**src/rtl/alu_pkg.sv**
```systemverilog
// Shared ALU definitions: ALUControl codes (also used by the decoder) and the
// execution-unit FSM state encoding.
package alu_pkg;

    localparam logic [3:0] ALU_OR   = 4'b0000;
    localparam logic [3:0] ALU_AND  = 4'b0001;
    localparam logic [3:0] ALU_ADD  = 4'b0010;
    localparam logic [3:0] ALU_SUB  = 4'b0110;
    localparam logic [3:0] ALU_SLL  = 4'b0100;
    localparam logic [3:0] ALU_SRL  = 4'b0111;
    localparam logic [3:0] ALU_SRA  = 4'b0101;
    localparam logic [3:0] ALU_SLT  = 4'b1000;
    localparam logic [3:0] ALU_SLTU = 4'b1001;

    typedef enum logic [1:0] {
        ST_IDLE  = 2'd0,
        ST_SHIFT = 2'd1,
        ST_DONE  = 2'd2
    } alu_state_t;

    function automatic logic is_shift(input logic [3:0] code);
        return (code == ALU_SLL) || (code == ALU_SRL) || (code == ALU_SRA);
    endfunction

    function automatic logic is_legal(input logic [3:0] code);
        return (code == ALU_OR)  || (code == ALU_AND) || (code == ALU_ADD) ||
               (code == ALU_SUB) || (code == ALU_SLT) || (code == ALU_SLTU) ||
               is_shift(code);
    endfunction

endpackage

```
**src/rtl/alu_if.sv**
```systemverilog
// Request/response handshake bundle between the core and the ALU execution unit.
// master = core side, slave = execution unit side.
interface alu_if #(
    parameter int XLEN = 32
);
    logic            in_valid;
    logic            in_ready;
    logic [3:0]      alu_ctrl;
    logic [XLEN-1:0] src_a;
    logic [XLEN-1:0] src_b;
    logic            out_valid;
    logic            out_ready;
    logic [XLEN-1:0] result;
    logic            zero;
    logic            illegal;

    modport master (
        output in_valid, alu_ctrl, src_a, src_b, out_ready,
        input  in_ready, out_valid, result, zero, illegal
    );

    modport slave (
        input  in_valid, alu_ctrl, src_a, src_b, out_ready,
        output in_ready, out_valid, result, zero, illegal
    );
endinterface

```
**src/rtl/alu_serial_shifter.sv**
```systemverilog
// One-bit-per-cycle shifter: working register plus remaining-shift counter.
// dout is the value after the next step; done flags the final step.
module alu_serial_shifter #(
    parameter int XLEN    = 32,
    parameter int SHAMT_W = $clog2(XLEN)
) (
    input  logic               clk,
    input  logic               rst_n,
    input  logic               load,
    input  logic               dir,
    input  logic               arith,
    input  logic [XLEN-1:0]    din,
    input  logic [SHAMT_W-1:0] shamt,
    output logic [XLEN-1:0]    dout,
    output logic               done
);

    logic [XLEN-1:0]    work;
    logic [SHAMT_W-1:0] cnt;
    logic               dir_q;
    logic               arith_q;
    logic               fill;

    assign fill = arith_q & work[XLEN-1];
    assign dout = dir_q ? {fill, work[XLEN-1:1]} : {work[XLEN-2:0], 1'b0};
    assign done = (cnt == SHAMT_W'(1));

    always_ff @(posedge clk or negedge rst_n) begin
        if (!rst_n)
            cnt <= '0;
        else if (load)
            cnt <= shamt;
        else if (cnt != '0)
            cnt <= cnt - SHAMT_W'(1);
    end

    // Datapath register: no reset, only meaningful while cnt is non-zero.
    always_ff @(posedge clk) begin
        if (load) begin
            work    <= din;
            dir_q   <= dir;
            arith_q <= arith;
        end else if (cnt != '0) begin
            work <= dout;
        end
    end

endmodule

```
**src/rtl/alu_exec_unit.sv**
```systemverilog
// ALU execution unit: decodes ALUControl, computes result/zero/illegal behind a valid/ready
// handshake. Define ALU_FAST_SHIFT_EN for single-cycle barrel shifts instead of serial shifting.
module alu_exec_unit
    import alu_pkg::*;
#(
    parameter int XLEN    = 32,
    parameter int SHAMT_W = $clog2(XLEN)
) (
    input  logic  clk,
    input  logic  rst_n,
    alu_if.slave  io,
    output logic  busy
);

    alu_state_t                state;
    logic                      accept;
    logic [SHAMT_W-1:0]        shamt;
    logic signed [XLEN-1:0]    a_s;
    logic signed [XLEN-1:0]    b_s;
    logic [XLEN-1:0]           op_res;

    assign io.in_ready = (state == ST_IDLE) || ((state == ST_DONE) && io.out_ready);
    assign accept      = io.in_valid && io.in_ready;
    assign shamt       = io.src_b[SHAMT_W-1:0];
    assign a_s         = io.src_a;
    assign b_s         = io.src_b;

    always_comb begin
        op_res = '0;
        case (io.alu_ctrl)
            ALU_OR:   op_res = io.src_a | io.src_b;
            ALU_AND:  op_res = io.src_a & io.src_b;
            ALU_ADD:  op_res = io.src_a + io.src_b;
            ALU_SUB:  op_res = io.src_a - io.src_b;
            ALU_SLT:  op_res = {{(XLEN-1){1'b0}}, (a_s < b_s)};
            ALU_SLTU: op_res = {{(XLEN-1){1'b0}}, (io.src_a < io.src_b)};
`ifdef ALU_FAST_SHIFT_EN
            ALU_SLL:  op_res = io.src_a << shamt;
            ALU_SRL:  op_res = io.src_a >> shamt;
            ALU_SRA:  op_res = $unsigned(a_s >>> shamt);
`else
            // Reached only for shamt == 0; non-zero amounts go through the serial shifter.
            ALU_SLL, ALU_SRL, ALU_SRA: op_res = io.src_a;
`endif
            default:  op_res = '0;
        endcase
    end

`ifndef ALU_FAST_SHIFT_EN
    logic            iter;
    logic            sh_done;
    logic [XLEN-1:0] sh_res;

    assign iter = is_shift(io.alu_ctrl) && (shamt != '0);

    alu_serial_shifter #(
        .XLEN    (XLEN),
        .SHAMT_W (SHAMT_W)
    ) u_shift (
        .clk   (clk),
        .rst_n (rst_n),
        .load  (accept && iter),
        .dir   (io.alu_ctrl != ALU_SLL),
        .arith (io.alu_ctrl == ALU_SRA),
        .din   (io.src_a),
        .shamt (shamt),
        .dout  (sh_res),
        .done  (sh_done)
    );
`endif

    always_ff @(posedge clk or negedge rst_n) begin
        if (!rst_n) begin
            state        <= ST_IDLE;
            io.out_valid <= 1'b0;
            io.result    <= '0;
            io.zero      <= 1'b0;
            io.illegal   <= 1'b0;
            busy         <= 1'b0;
        end else begin
            case (state)
                ST_IDLE, ST_DONE: begin
                    if (accept) begin
                        busy <= 1'b1;
`ifndef ALU_FAST_SHIFT_EN
                        if (iter) begin
                            state        <= ST_SHIFT;
                            io.out_valid <= 1'b0;
                        end else
`endif
                        begin
                            state        <= ST_DONE;
                            io.out_valid <= 1'b1;
                            io.result    <= op_res;
                            io.zero      <= (op_res == '0);
                            io.illegal   <= !is_legal(io.alu_ctrl);
                        end
                    end else if ((state == ST_DONE) && io.out_ready) begin
                        state        <= ST_IDLE;
                        io.out_valid <= 1'b0;
                        busy         <= 1'b0;
                    end
                end
`ifndef ALU_FAST_SHIFT_EN
                ST_SHIFT: begin
                    if (sh_done) begin
                        state        <= ST_DONE;
                        io.out_valid <= 1'b1;
                        io.result    <= sh_res;
                        io.zero      <= (sh_res == '0);
                        io.illegal   <= 1'b0;
                    end
                end
`endif
                default: begin
                    state        <= ST_IDLE;
                    io.out_valid <= 1'b0;
                    busy         <= 1'b0;
                end
            endcase
        end
    end

endmodule

```
**src/flat_wrapper.sv**
```systemverilog
// flat-port wrapper written by rule: the top's interface ports become plain ports
module alu_exec_unit_flat import alu_pkg::*;
#(
    parameter int XLEN    = 32,
    parameter int SHAMT_W = $clog2(XLEN)
)
  (clk, rst_n, busy, io_in_valid, io_alu_ctrl, io_src_a, io_src_b, io_out_ready, io_in_ready, io_out_valid, io_result, io_zero, io_illegal);
  alu_if #(.XLEN(XLEN)) io_i ();
  input  logic clk;
  input  logic rst_n;
  output logic busy;
  input wire logic [$bits(io_i.in_valid)-1:0] io_in_valid;
  input wire logic [$bits(io_i.alu_ctrl)-1:0] io_alu_ctrl;
  input wire logic [$bits(io_i.src_a)-1:0] io_src_a;
  input wire logic [$bits(io_i.src_b)-1:0] io_src_b;
  input wire logic [$bits(io_i.out_ready)-1:0] io_out_ready;
  output wire logic [$bits(io_i.in_ready)-1:0] io_in_ready;
  output wire logic [$bits(io_i.out_valid)-1:0] io_out_valid;
  output wire logic [$bits(io_i.result)-1:0] io_result;
  output wire logic [$bits(io_i.zero)-1:0] io_zero;
  output wire logic [$bits(io_i.illegal)-1:0] io_illegal;
  assign io_i.in_valid = io_in_valid;
  assign io_i.alu_ctrl = io_alu_ctrl;
  assign io_i.src_a = io_src_a;
  assign io_i.src_b = io_src_b;
  assign io_i.out_ready = io_out_ready;
  assign io_in_ready = io_i.in_ready;
  assign io_out_valid = io_i.out_valid;
  assign io_result = io_i.result;
  assign io_zero = io_i.zero;
  assign io_illegal = io_i.illegal;
  alu_exec_unit #(.XLEN(XLEN), .SHAMT_W(SHAMT_W)) u_core (.clk(clk), .rst_n(rst_n), .io(io_i), .busy(busy));
endmodule
```
**config.mk**
```make
export PLATFORM = sky130hd
export DESIGN_NAME = alu_exec_unit_flat
export DESIGN_NICKNAME = d
export VERILOG_FILES = /design/src/rtl/alu_pkg.sv /design/src/rtl/alu_if.sv /design/src/rtl/alu_serial_shifter.sv /design/src/rtl/alu_exec_unit.sv /design/src/flat_wrapper.sv
export SDC_FILE = /design/constraint.sdc
export NUM_CORES = 1
export LEC_CHECK = 0
export BUFFER_PORTS_ARGS = -buffer_cell sky130_fd_sc_hd__buf_2
export CAP_MARGIN = 10
export CORE_MARGIN = 2
export CORE_UTILIZATION = 26
export DETAILED_ROUTE_END_ITERATION = 8
export PLACE_DENSITY = 0.51
export SYNTH_ARGS = -nofsm -noshare
export SYNTH_HDL_FRONTEND = slang
export SYNTH_HIERARCHICAL = 1
export SYNTH_SLANG_ARGS = --single-unit
```
**constraint.sdc**
```tcl
create_clock -name clk -period 4.4 [get_ports clk]
set_input_delay 0.44 -clock clk [delete_from_list [all_inputs] [get_ports clk]]
set_output_delay 0.44 -clock clk [all_outputs]
set_load 0.05 [all_outputs]
```
==> summary by stage <==
Worst setup path
The category of the worst setup path launch point is an input port. The most used cell along the critical path is inv_1. The critical-path maximum fanout is 6.

In this design, the stage delay of the slowest critical-path cell is 570 ps. The kind of capture point of the worst setup path is a register. On the critical path, the stage with the largest delay is an instance of a31oi_1.

The critical path goes through buf_2, inv_1, ha_1, inv_1, fa_1, nor2b_1, o221ai_1, a31oi_1, a221oi_1, nand2_1, a41oi_1, a211o_1, nor4_2, nand3_1, or4_1, o31ai_2. The depth of the most critical reg-to-reg path is 12. The number of buffers and inverters on the critical path is 3. The instance count on the critical path is 16.

Data arrives at the worst endpoint at 4380 ps. The critical path class is in2reg. The critical path required time is 4660 ps. The cell type group with the largest total delay on the critical path is compound AO/OA/AOI/OAI gates.

Power
The proportion of power drawn by the clock network is 18.7%. The power share of the sequential group is 28.6%. The power per standard cell area is 420 mW/mm². Overall power consumption after layout is estimated at 4720 µW. The proportion of power drawn by combinational gates is 52.7%. The reported net switching power is 2190 µW. The switching share of power is 46.3%.

VDD sags by at most 216 µV. The analysis attributes to cell leakage a power of 0.00491 µW. The internal power of the cells is 2540 µW.

Routing
The routed layout has 9854 vias. The remaining antenna violation count after routing is 0. In the routed layout, each cell is associated on average with a via count of 5.49. The violation count after the first detailed-route iteration is 780. In the final routed layout, each cell accounts on average for 21.9 µm. The number of DRC violations after detailed routing is 0. The wire length after detailed routing is 39200 µm. The detailed-routing iteration count for the pre-antenna-repair pass is 5.

Floorplanning
For this configuration, the core starts out at a cell density of 26.3%. The height of the chip is 196 µm. The core region area is 0.0365 mm². The number of top-level pins is 109. In this run the horizontal extent of the chip is 196 µm. The standard-cell row count is 70. The total die area is 0.0385 mm².

Cells and area
The most frequent standard cell in the layout excluding fill and tap cells is nor2_1. With fillers left out, the area of the finished cells amounts to 0.0112 mm². The share of layout cells above drive strength 1 is 20.8%. The synthesis-to-finish area growth is 16.9%. Counting the fill cells in the layout gives 3972. The final-stage net count is 1494. The library cells used most frequently in the layout, excluding fill and tap cells, are nor2_1 (131), a21oi_1 (110), buf_2 (108).

Logic synthesis
After synthesis, the share of flip-flops with an asynchronous set or reset is 55.3%. For this run, the number of Yosys warnings is 6. The cell count after synthesis is 1222.

Summing every instance area after synthesis gives 0.00961 mm². The number of nets produced by synthesis is 1397. The largest total area in the synthesized netlist belongs to ha_1. The most common flop cell mapped by yosys is dfrtp_1. A synthesized cell averages 7.87 µm². The fraction of post-synthesis cell area in the top cell type by area is 13.1%. The number of flip-flops and latches in the synthesized netlist is 76.

After synthesis, the cell types taking the most area are ha_1 (13%), dfrtp_1 (11%), edfxtp_1 (11%), mux2_2 (7.6%), a21oi_1 (5.7%). The number of distinct library cell variants in the gate-level netlist after synthesis is 88. Yosys mapped a number of flops with a built-in enable equal to 34. Of the synthesized area, sequential elements account for 21.6%.

Min path
The class of the worst hold path is in2async.

Clock tree
Buffers inserted to repair hold after CTS numbered 0. The maximum level of the CTS H-tree is 3. The total CTS buffers is 9.

The clock reaches the later pin of the worst-skew pair after 350 ps. The maximum clock path buffer count is 2. Clock tree synthesis selected as its root buffer the cell clkbuf_16. Clock-pin slew was measured on the worst setup and hold paths at 70 ps. The CTS tree is done. For this design, the sink count on the clock tree is 76. The number of setup buffers added after CTS is 0. The number of cells upsized or downsized after cts is 0.

Timing
The actual transition at the worst max-transition pin is 1070 ps. Across the routed clock network, the largest skew measured is 14.4 ps. The clock period minus worst slack is 4120 ps.

The final count of hold timing violations was 0. The final max-slew violation count is 0. The maximum operating frequency is 0.243 GHz. Setup repair after global routing left no endpoint under its margin. The final count of negative-setup-slack endpoints is 0.

The fraction of the cycle the final worst path needs is 93.7%. The worst max-slew margin expressed relative to the limit is 28.7%.

Placed design
The count of buffers from port buffering is 108. Summed over all nets, the half-perimeter wirelength after detailed placement is 31200 µm. In this run the cell area measured after placement is 0.0109 mm². At the end of routability-driven placement, the weighted congestion stood at 0.933.

Global routing
The largest net degree at the start of global routing is 44. The number of antenna violations at the first check in global routing is 1. The global-route usage over all layers is 20.3%. The number of global-route vias before repair is 9878. The first global-routing pass estimated 59800 µm of wire.

The global-route congestion overflow total is 0.

Flow run
The number of violations of the max-capacitance limit is 0.

Outcome
The run finished with clean final reports.
## Yosys cell counts (15+ instances only)
library cell and n:
inv_1 105, clkbuf_1 46, a31oi_1 15, nor3_1 28
o211ai_1 16, mux2_2 65, o21ai_0 67, mux2i_1 18
dfrtp_1 42, edfxtp_1 34, buf_2 18, nor2b_1 16
ha_1 101, nor4_1 18, nor2_1 132, a221oi_1 21
a21oi_1 110, nand2_1 101, nand3_1 23
## flip-flops by register name, summed over array words and instances, names as in the netlist
signal                  cells
u_core/io.result           32
u_core/state                1
u_core/io.illegal           1
u_core/u_shift/arith_q      1
u_core/io.zero              1
u_core/io.out_valid         1
u_core/busy                 1
u_core/u_shift/dir_q        1
u_core/u_shift/cnt          5
u_core/u_shift/work        32
## power by group through the flow
stage | Combinational, µW | Clock [µW] | Sequential, µW
2_1_floorplan | 1240 | 0 | 1810
3_3_place_gp | 2470 | 0 | 1360
3_5_place_dp | 2470 | 0 | 1360
4_1_cts | 2480 | 903 | 1350
5_1_grt | 2690 | 930 | 1390
6_report | 2490 | 882 | 1350
## routing by layer
layer	up-vias	wire length (µm)	GRT usage, %
li1	4674	-	-
met1	4733	17300	26.8
met2	369	18100	33.1
met3	78	2330	3.39
met4	0	1530	7.77
met5	-	0	0
## worst paths after layout
check                                            from                    end  slack, ps
worst min-delay path                            rst_n  u_core/u_shift/cnt[3]        290
max in group asynchronous                       rst_n    u_core/io.result[7]       3450
min in group clk                          io_src_b[0]  u_core/u_shift/cnt[0]        380
worst min register to register   u_core/io.result[12]   u_core/io.result[12]        480
worst max register to register  u_core/u_shift/cnt[1]         u_core/io.zero        820
worst max-delay path                      io_src_a[0]         u_core/io.zero        280
## through the flow
step | TNS (ps) | setup WS (ps) | hold WS [ps] | util (%) | cells
finish | 0 | 279 | 288 | 30.8 | 1794
global route | 0 | 76.9 | 381 | 30.8 | 1792
CTS | 0 | 262 | 319 | 30.8 | 1792
detailed placement | -88.6 | -88.6 | 461 | 29.8 | 1776
global placement | -35.1 | -35.1 | 464 | 29.8 | 1776
floorplan | 0 | 696 | 144 | - | 1222
## cell families after synthesis
group / share of synthesized area (%)
AOI/OAI and AO/OA: 27.6
xor gates and xnor gates: 0.820
adders and majority gates: 13.6
buffers and inverters: 7.30
DFF: 21.6
muxes: 9.49
and+or+nand+nor: 19.6
## cell type report
cell class              count  area, µm²  area share, %
flip-flops and latches     76       2070           18.4
diodes                      2       5.00         0.0445
well taps                 468        586           5.21
inverters                 107        402           3.57
multi-input cells         966       6880           61.2
repair buffers            159        936           8.33
clock inverters             4       77.6          0.690
clock buffers              12        279           2.48
No activity file was read; power rests on OpenSTA's default activity.
